==> src/rtl/mux_arb_pkg.sv <==
// Shared definitions for the 16-way round-robin arbiter with data select:
// requester count, select width, FSM state encodings and a one-hot helper.
package mux_arb_pkg;

    localparam int NUM_REQ = 16;
    localparam int SEL_W   = 4;

    typedef enum logic [1:0] {
        IDLE  = 2'd0,
        GRANT = 2'd1,
        GAP   = 2'd2
    } arb_state_t;

    // One-hot vector with element idx set; element 0 is the MSB.
    function automatic logic [0:NUM_REQ-1] onehot_f(input logic [SEL_W-1:0] idx);
        logic [0:NUM_REQ-1] v;
        v      = '0;
        v[idx] = 1'b1;
        return v;
    endfunction

endpackage

==> src/rtl/mux_16_1.sv <==
// 16:1 single-bit data select. Element 0 of in is the MSB.
module mux_16_1
    import mux_arb_pkg::*;
(
    input  logic [0:NUM_REQ-1] in,
    input  logic [SEL_W-1:0]   sel,
    output logic               out
);

    // Pure combinational pick of the selected requester's data bit.
    always_comb begin
        out = in[sel];
    end

endmodule

==> src/rtl/rr_mux_arbiter_16.sv <==
// Round-robin arbiter over 16 requesters with a registered one-hot grant,
// registered select index and a 1-cycle-latency copy of the granted
// requester's data bit. Every grant is followed by a one-cycle GAP.
//
// Build option: define ARB_TIMEOUT_EN to cap each grant at HOLD cycles.
// Without it a grant lasts until the granted requester drops its request
// and the tenure counter is not built.
module rr_mux_arbiter_16
    import mux_arb_pkg::*;
#(
    parameter int HOLD = 4
) (
    input  logic               clk,
    input  logic               reset,
    input  logic [0:NUM_REQ-1] req,
    input  logic [0:NUM_REQ-1] in,
    output logic [0:NUM_REQ-1] grant,
    output logic [0:SEL_W-1]   sel,
    output logic               valid,
    output logic               out
);

    // HOLD must fit the 4-bit tenure counter and be at least one cycle.
    if (HOLD < 1 || HOLD > 15) begin : g_hold_range_err
        $error("rr_mux_arbiter_16: HOLD=%0d outside 1..15", HOLD);
    end

    arb_state_t          r_state;
    arb_state_t          w_next;
    logic                w_load;
    logic [SEL_W-1:0]    w_winner;
    logic [SEL_W-1:0]    r_sel;
    logic [SEL_W-1:0]    r_ptr;
    logic [0:NUM_REQ-1]  r_grant;
    logic                r_out;
    logic                w_mux_out;

`ifdef ARB_TIMEOUT_EN
    localparam logic [SEL_W-1:0] HOLD_CNT = SEL_W'(HOLD);
    logic [SEL_W-1:0]    r_cnt;
`endif

    // Data-select of the currently selected requester's input bit.
    mux_16_1 u_mux (
        .in  (in),
        .sel (r_sel),
        .out (w_mux_out)
    );

    // Round-robin search: first asserted request from ptr+1 upward with
    // wrap. Scanning offsets high-to-low lets the nearest hit win; offset 16
    // wraps to ptr itself, so a lone requester at ptr is found last.
    always_comb begin
        w_winner = r_ptr;
        for (int k = NUM_REQ; k >= 1; k--) begin
            if (req[r_ptr + SEL_W'(k)]) begin
                w_winner = r_ptr + SEL_W'(k);
            end
        end
    end

    // Next-state logic; w_load marks an edge that starts a new grant.
    always_comb begin
        w_next = r_state;
        w_load = 1'b0;
        unique case (r_state)
            IDLE: begin
                if (|req) begin
                    w_next = GRANT;
                    w_load = 1'b1;
                end
            end
            GRANT: begin
`ifdef ARB_TIMEOUT_EN
                if (!req[r_sel] || (r_cnt == HOLD_CNT)) begin
                    w_next = GAP;
                end
`else
                if (!req[r_sel]) begin
                    w_next = GAP;
                end
`endif
            end
            GAP: begin
                if (|req) begin
                    w_next = GRANT;
                    w_load = 1'b1;
                end else begin
                    w_next = IDLE;
                end
            end
            default: begin
                w_next = IDLE;
            end
        endcase
    end

    // FSM state register.
    always_ff @(posedge clk) begin
        if (reset) begin
            r_state <= IDLE;
        end else begin
            r_state <= w_next;
        end
    end

    // Grant, select, round-robin pointer and registered data output.
    always_ff @(posedge clk) begin
        if (reset) begin
            r_grant <= '0;
            r_sel   <= '0;
            r_ptr   <= '1;
            r_out   <= 1'b0;
        end else begin
            if (w_load) begin
                r_sel   <= w_winner;
                r_grant <= onehot_f(w_winner);
            end else if (w_next != GRANT) begin
                r_grant <= '0;
            end
            if ((r_state == GRANT) && (w_next == GAP)) begin
                r_ptr <= r_sel;
            end
            // Data only passes while a grant continues; forced low on the
            // entry cycle, during GAP and in IDLE.
            r_out <= ((r_state == GRANT) && (w_next == GRANT)) ? w_mux_out : 1'b0;
        end
    end

`ifdef ARB_TIMEOUT_EN
    // Tenure counter: 1 on the grant's first cycle, +1 per extra cycle.
    always_ff @(posedge clk) begin
        if (reset) begin
            r_cnt <= '0;
        end else if (w_load) begin
            r_cnt <= SEL_W'(1);
        end else if ((r_state == GRANT) && (w_next == GRANT)) begin
            r_cnt <= r_cnt + SEL_W'(1);
        end else begin
            r_cnt <= '0;
        end
    end
`endif

    assign grant = r_grant;
    assign sel   = r_sel;
    assign valid = |r_grant;
    assign out   = r_out;

endmodule

==> config.mk <==
export PLATFORM = sky130hd
export DESIGN_NAME = rr_mux_arbiter_16
export DESIGN_NICKNAME = d
export VERILOG_FILES = /design/src/rtl/mux_arb_pkg.sv /design/src/rtl/mux_16_1.sv /design/src/rtl/rr_mux_arbiter_16.sv
export SDC_FILE = /design/constraint.sdc
export NUM_CORES = 1
export LEC_CHECK = 0
export BUFFER_PORTS_ARGS = -buffer_cell sky130_fd_sc_hd__buf_2
export CAP_MARGIN = 10
export CORE_ASPECT_RATIO = 1.2
export CORE_UTILIZATION = 35
export CTS_CLUSTER_SIZE = 25
export DETAILED_ROUTE_END_ITERATION = 7
export GPL_ROUTABILITY_DRIVEN = 1
export REMOVE_ABC_BUFFERS = 1
export SLEW_MARGIN = 20
export SYNTH_ARGS = -nofsm -noshare
export SYNTH_HDL_FRONTEND = slang
export SYNTH_SLANG_ARGS = --single-unit
==> constraint.sdc <==
create_clock -name clk -period 4 [get_ports clk]
set_input_delay 0.8 -clock clk [delete_from_list [all_inputs] [get_ports clk]]
set_output_delay 0.8 -clock clk [all_outputs]
set_load 0.01 [all_outputs]
* Yosys cells after proc, flatten, opt, wreduce, memory -nomap -nowiden *
Index checks and enable logic that the tools add are counted.

cells by class
  $add $sub $neg = 15
  multipliers = 0
  div/mod/pow operators = 0
  magnitude comparators = 18
  equal/unequal tests = 5
  shifts and indexed selects = 0
  multiplexer cells = 76
  bitwise logic cells = 18
  reduce and logical (&&, ||, !) cells = 9

operators by type and width
  cell                 number
  $ge 5x5->1 const B   17
  $not 4->5            17
  $bmux 1 s4           17
  $mux 4               15
  $mux 1               38
  $add 4x4->4 const B  8
  $mux 16              2
  $reduce_or 16->1     2
  $add 4x3->4 const B  4
  $add 4x2->4 const B  2
  $pmux 2 s3           1
  $lt 5x1->1 const B   1
  $add 4x1->4 const B  1
  $demux 1 s4          1
  $eq 2x1->1 const B   2
  $eq 2x2->1 const B   2
  $mux 2               2
  $reduce_or 2->1      2
  $logic_and 1x1->1    3
  $logic_not 2->1      1
  $ne 2x1->1 const B   1
  $reduce_bool 2->1    1
  $not 1->1            1

storage, ports and cells
  flip-flop bits (word level) = 27
  latch bits = 0
  memory bits (writable) = 0
  bits in read-only memories = 0
  bits of input ports = 34
  output and inout bits = 22
  memories = 0

* Longest topological paths before layout *
  depth in word-level cells = 26
  gate-level depth with buffers = 14

* Hierarchy *
From an unflattened synthesis, not the netlist that was laid out.

unflattened totals
  cell total of the unflattened synthesis = 384
  area, all modules = 3667.3 um^2

by module, submodules not included
  module             times used  cells each  area each (um^2)  sequential area each (um^2)
  rr_mux_arbiter_16  1           377         3532.1            540.5
  mux_16_1           1           7           135.1             0.0

* Worst setup path before layout *
OpenSTA, ideal clock, no wires.

  path type = register -> register
  start = reg r_ptr[1]
  end = reg r_grant (netlist bit grant[10])
  library setup time = 96 ps
  arrival = 3862 ps
  required time = 3904 ps
  path slack = 43 ps
  stages on the path, launching flop included = 12
  buffers on the path = 2
  clock period less this slack = 3957 ps
  cells stage by stage = dfxtp_1 > clkbuf_1 > inv_1 > ha_1 > clkbuf_1 > mux4_2 > mux4_2 > o21bai_1 > or3b_1 > a211oi_4 > o21ai_2 > o41ai_2

on the way
  longest elaborated chain between the ends = 26
  elaborated cells between the ends (all ways) = 97

RTL lines
  element                                                         line                                              text
  start, declared                                                 rr_mux_arbiter_16.sv:33                           logic [SEL_W-1:0] r_ptr;
  start signal, assigned                                          rr_mux_arbiter_16.sv:122                          r_ptr <= r_sel;
  $add 4x4->4                                                     rr_mux_arbiter_16.sv:56, rr_mux_arbiter_16.sv:57
  $not 4->5 (implied by the code)                                 rr_mux_arbiter_16.sv:56                           if (req[r_ptr + SEL_W'(k)]) begin
  $bmux 1 s4                                                      rr_mux_arbiter_16.sv:56
  $mux 1 (implied by the code) (2 in series)                      rr_mux_arbiter_16.sv:56
  $mux 4 (14 in series)                                           rr_mux_arbiter_16.sv:56
  $mux 4 *                                                        rr_mux_arbiter_16.sv:56
  $not 4->5 (implied by the code) *                               mux_arb_pkg.sv:18                                 v[idx] = 1'b1;
  $ge 5x5->1 (implied by the code) or $lt 5x1->1 (tied branches)  mux_arb_pkg.sv:18
  $logic_and 1x1->1 (implied by the code)                         mux_arb_pkg.sv:18
  $mux 1 (implied by the code)                                    mux_arb_pkg.sv:18
  $demux 1 s4 *                                                   mux_arb_pkg.sv:18
  $mux 16 *                                                       rr_mux_arbiter_16.sv:115                          if (w_load) begin
  end signal, assigned                                            rr_mux_arbiter_16.sv:117                          r_grant <= onehot_f(w_winner);
  end, declared                                                   rr_mux_arbiter_16.sv:34                           logic [0:NUM_REQ-1] r_grant;

Every way passes the cells marked *; elsewhere a longest branch is shown, timed or not. The select of a mux whose other input is x is not followed.
A chain may end at the register's enable or synchronous reset.

* Final worst setup path *
  start = reg r_ptr[1]
  end = reg r_grant (netlist bit grant[7])

The elaborated chain is that of the path after synthesis.

==> metrics.yaml <==
reg2reg_to: "grant[7]"
n_fill_cell: 909
grt_pass1_vias: 3267
wl_per_cell_um: 19.63
path_buf_inv: 1
grt.overflow.total: 0
syn_avg_cell_area_um2: 9.596
grt_max_degree: 25
startpoint_type: "flop"
ir_worst_vdd_v: 0.0002856
leakage_nw: 1.534
rrSetupSlack_ns: 0.24
cp-endpoint: "grant[7]"
tightest_slew_ns: 0.9089
synth_xor_xnor_area_share_pct: 3.672
antennaDiodeCount: 0
ys_seq_area_share_pct: 16.19
cp-startpoint: "r_ptr[1]"
clk-insertion-delay-late_ns: 0.28
htree_levels: 1
chipWidth_um: 91.17
drt_pass1_iterations: 5
hp-start: "grant[15]"
place_ws_ns: 0.2068
core_mm2: 0.009176
dp.cells: 526
antenna_found_initial: 0
outcome: "finished, final reports clean"
async_reset_ff_share_pct: 0
met2_usage_pct: 37.99
cts_tree: "yes"
synth_warnings: 0
io-pin-count: 56
r2r-start: "r_ptr[1]"
grtUsageTotal_pct: 21.63
post-route-period-util_pct: 93.89
die_area_mm2: 0.009938
post-route-util_pct: 42.43
rr_worst_depth: 9
slew_viol_final: 0
cts_hold_buf: 0
crit_cells: 9
cts_buffer_depth: 2
synthMuxAreaShare_pct: 36.72
cp_slowest_stage_delay_ns: 0.67
rows: 38
postCtsSetupBuffers: 0
initial_core_util_pct: 36.39
crit_family: "compound AO/OA/AOI/OAI gates"
setup_viol: 0
worst_ep_required_time_ns: 4.18
maxCapViolations: 0
synth-simple-area-share_pct: 13.75
drt_drc_violations_left: 0
synthAdderAreaFrac_pct: 2.623
hold_path_class: "reg2reg"
ys.flop_type: "dfxtp_1"
cts.clk_slew.worst_paths_ns: 0.10
syn-cell-area_mm2: 0.003339
worstPathArrival_ns: 3.93
skew_ns: 0.009229
cts_root_buf: "clkbuf_8"
antenna_left: 0
die_h_um: 109
place.gp.congestion: 0.9280
fin_crit_ns: 3.756
met1_usage_pct: 27.88
io_buffers: 55
dp_hpwl_um: 8150
synth_edf_count: 0
relSlewSlack_pct: 39.27
ys_types: 69
power_per_cell_area_mw_per_mm2: 911.6
drive_gt1_share_pct: 33.41
wl_um: 10400
synth_compound_area_share_pct: 23.08
vias: 3361
fin_nets: 452
top_usage_layer: "met2"
first_iter_violations: 400
setup_tns_ns: 0
cts_sinks: 27
layout_setup_ws_ns: 0.2442
grt.met3_usage_pct: 2.859
grt_pass1_wl_um: 16990
worst_path_max_delay_cell: "mux4_2"
worstSetupEndpointType: "flop"
ys_seq_elements: 27
path_cells: "inv_1 > ha_2 > mux4_2 > mux4_2 > a2111oi_1 > a2111oi_0 > o21ai_1 > o21ai_1 > o41ai_1"
rsz0062_at_grt: "false"
worstSetupPathType: "reg2reg"
numCtsBuffers: 3
synthesis.instances: 348
post_cts_resize_count: 0
area_growth_pct: 16.60
synth_top_family_by_area: "multiplexers"
finalNonFillerCells: 530
fmax_ghz: 0.2663
fin_total_pwr_mw: 3.549
crit_fanout: 9
finalHoldViolCount: 0
vias_per_cell: 6.342
[logic make-up (layout without fill, tap and decap cells)]
family          after synthesis  after routing
fa+ha+maj                     7              7
flops                        27             27
buf+inv                      30             92
mux                          73             73
simple gates                 96             96
compound gates              101            101
xor+xnor                     14             14
[Yosys cell counts, types with 5 or more instances]
master    instances  area share (%)
nand2_1          44             4.9
mux4_2           39              26
mux2i_1          28             8.4
dfxtp_1          27              16
a21oi_1          24             3.6
nor2_1           15             1.7
xnor2_1          12             3.1
clkbuf_1         11             1.2
nor4_1            9             1.7
o41ai_1           8             2.1
ha_1              7             2.6
inv_1             7            0.79
o211ai_1          7             1.6
o22ai_1           7             1.3
o21ai_0           6            0.90
mux2_2            5             1.7
o31ai_1           5             1.1
[registers in the layout (all words and copies together) (netlist names)]
signal	flops
grant	16
out	1
r_ptr	4
r_state	2
sel	4
[worst min-delay path, stage by stage (launching register included)]
cell and delay, ns:
dfxtp_1 0.33, nand2_1 0.05, o31ai_1 0.05
[cell usage in the layout, fill, tap and decap left out, types with 8 or more instances in the layout]
| cell type | instances |
|---|---|
| nor2_1 | 15 |
| buf_4 | 22 |
| mux2i_1 | 28 |
| xnor2_1 | 12 |
| buf_2 | 55 |
| nor4_1 | 9 |
| dfxtp_1 | 27 |
| mux4_2 | 39 |
| a21oi_1 | 23 |
| o41ai_1 | 8 |
| nand2_1 | 44 |
[worst min path at each step]
stage                      endpoint  slack (ns)  cells past startpoint
final                     grant[15]        0.48                      2
after global routing       grant[2]        0.51                      2
after CTS                 grant[15]        0.48                      2
after detailed placement   grant[0]        0.47                      2
after global placement     grant[7]        0.46                      2
after floorplan            grant[9]        0.49                      2
[routing by layer]
layer  vias up  wire length, µm
met4         0              326
met2       156             5062
li1       1536                -
met5         -                0
met1      1639             4426
met3        30              587
[per-stage QoR]
| stage | hold WS (ns) | instance area [µm²] |
|---|---|---|
| 2_1_floorplan | 0.4905 | 3248 |
| 3_5_place_dp | 0.4705 | 3839 |
| 6_report | 0.4833 | 3894 |
| 4_1_cts | 0.4849 | 3887 |
| 3_3_place_gp | 0.4614 | 3839 |
| 5_1_grt | 0.5126 | 3894 |
[cell type report]
cell class	instances	area [µm²]	area share, %
clock buffers	3	41.29	1.060
multi-input cells	291	2673	68.64
repair buffers	77	440.4	11.31
clock inverters	1	7.507	0.1928
well taps	120	150.1	3.856
inverters	11	41.29	1.060
flip-flops and latches	27	540.5	13.88
[where the power goes]
part	internal [mW]	switching [mW]
clock	0.0708	0.0863
sequential	0.341	0.0733
combinational	1.20	1.78
total	1.61	1.94
Note: power is estimated with default switching activity, not from simulation.
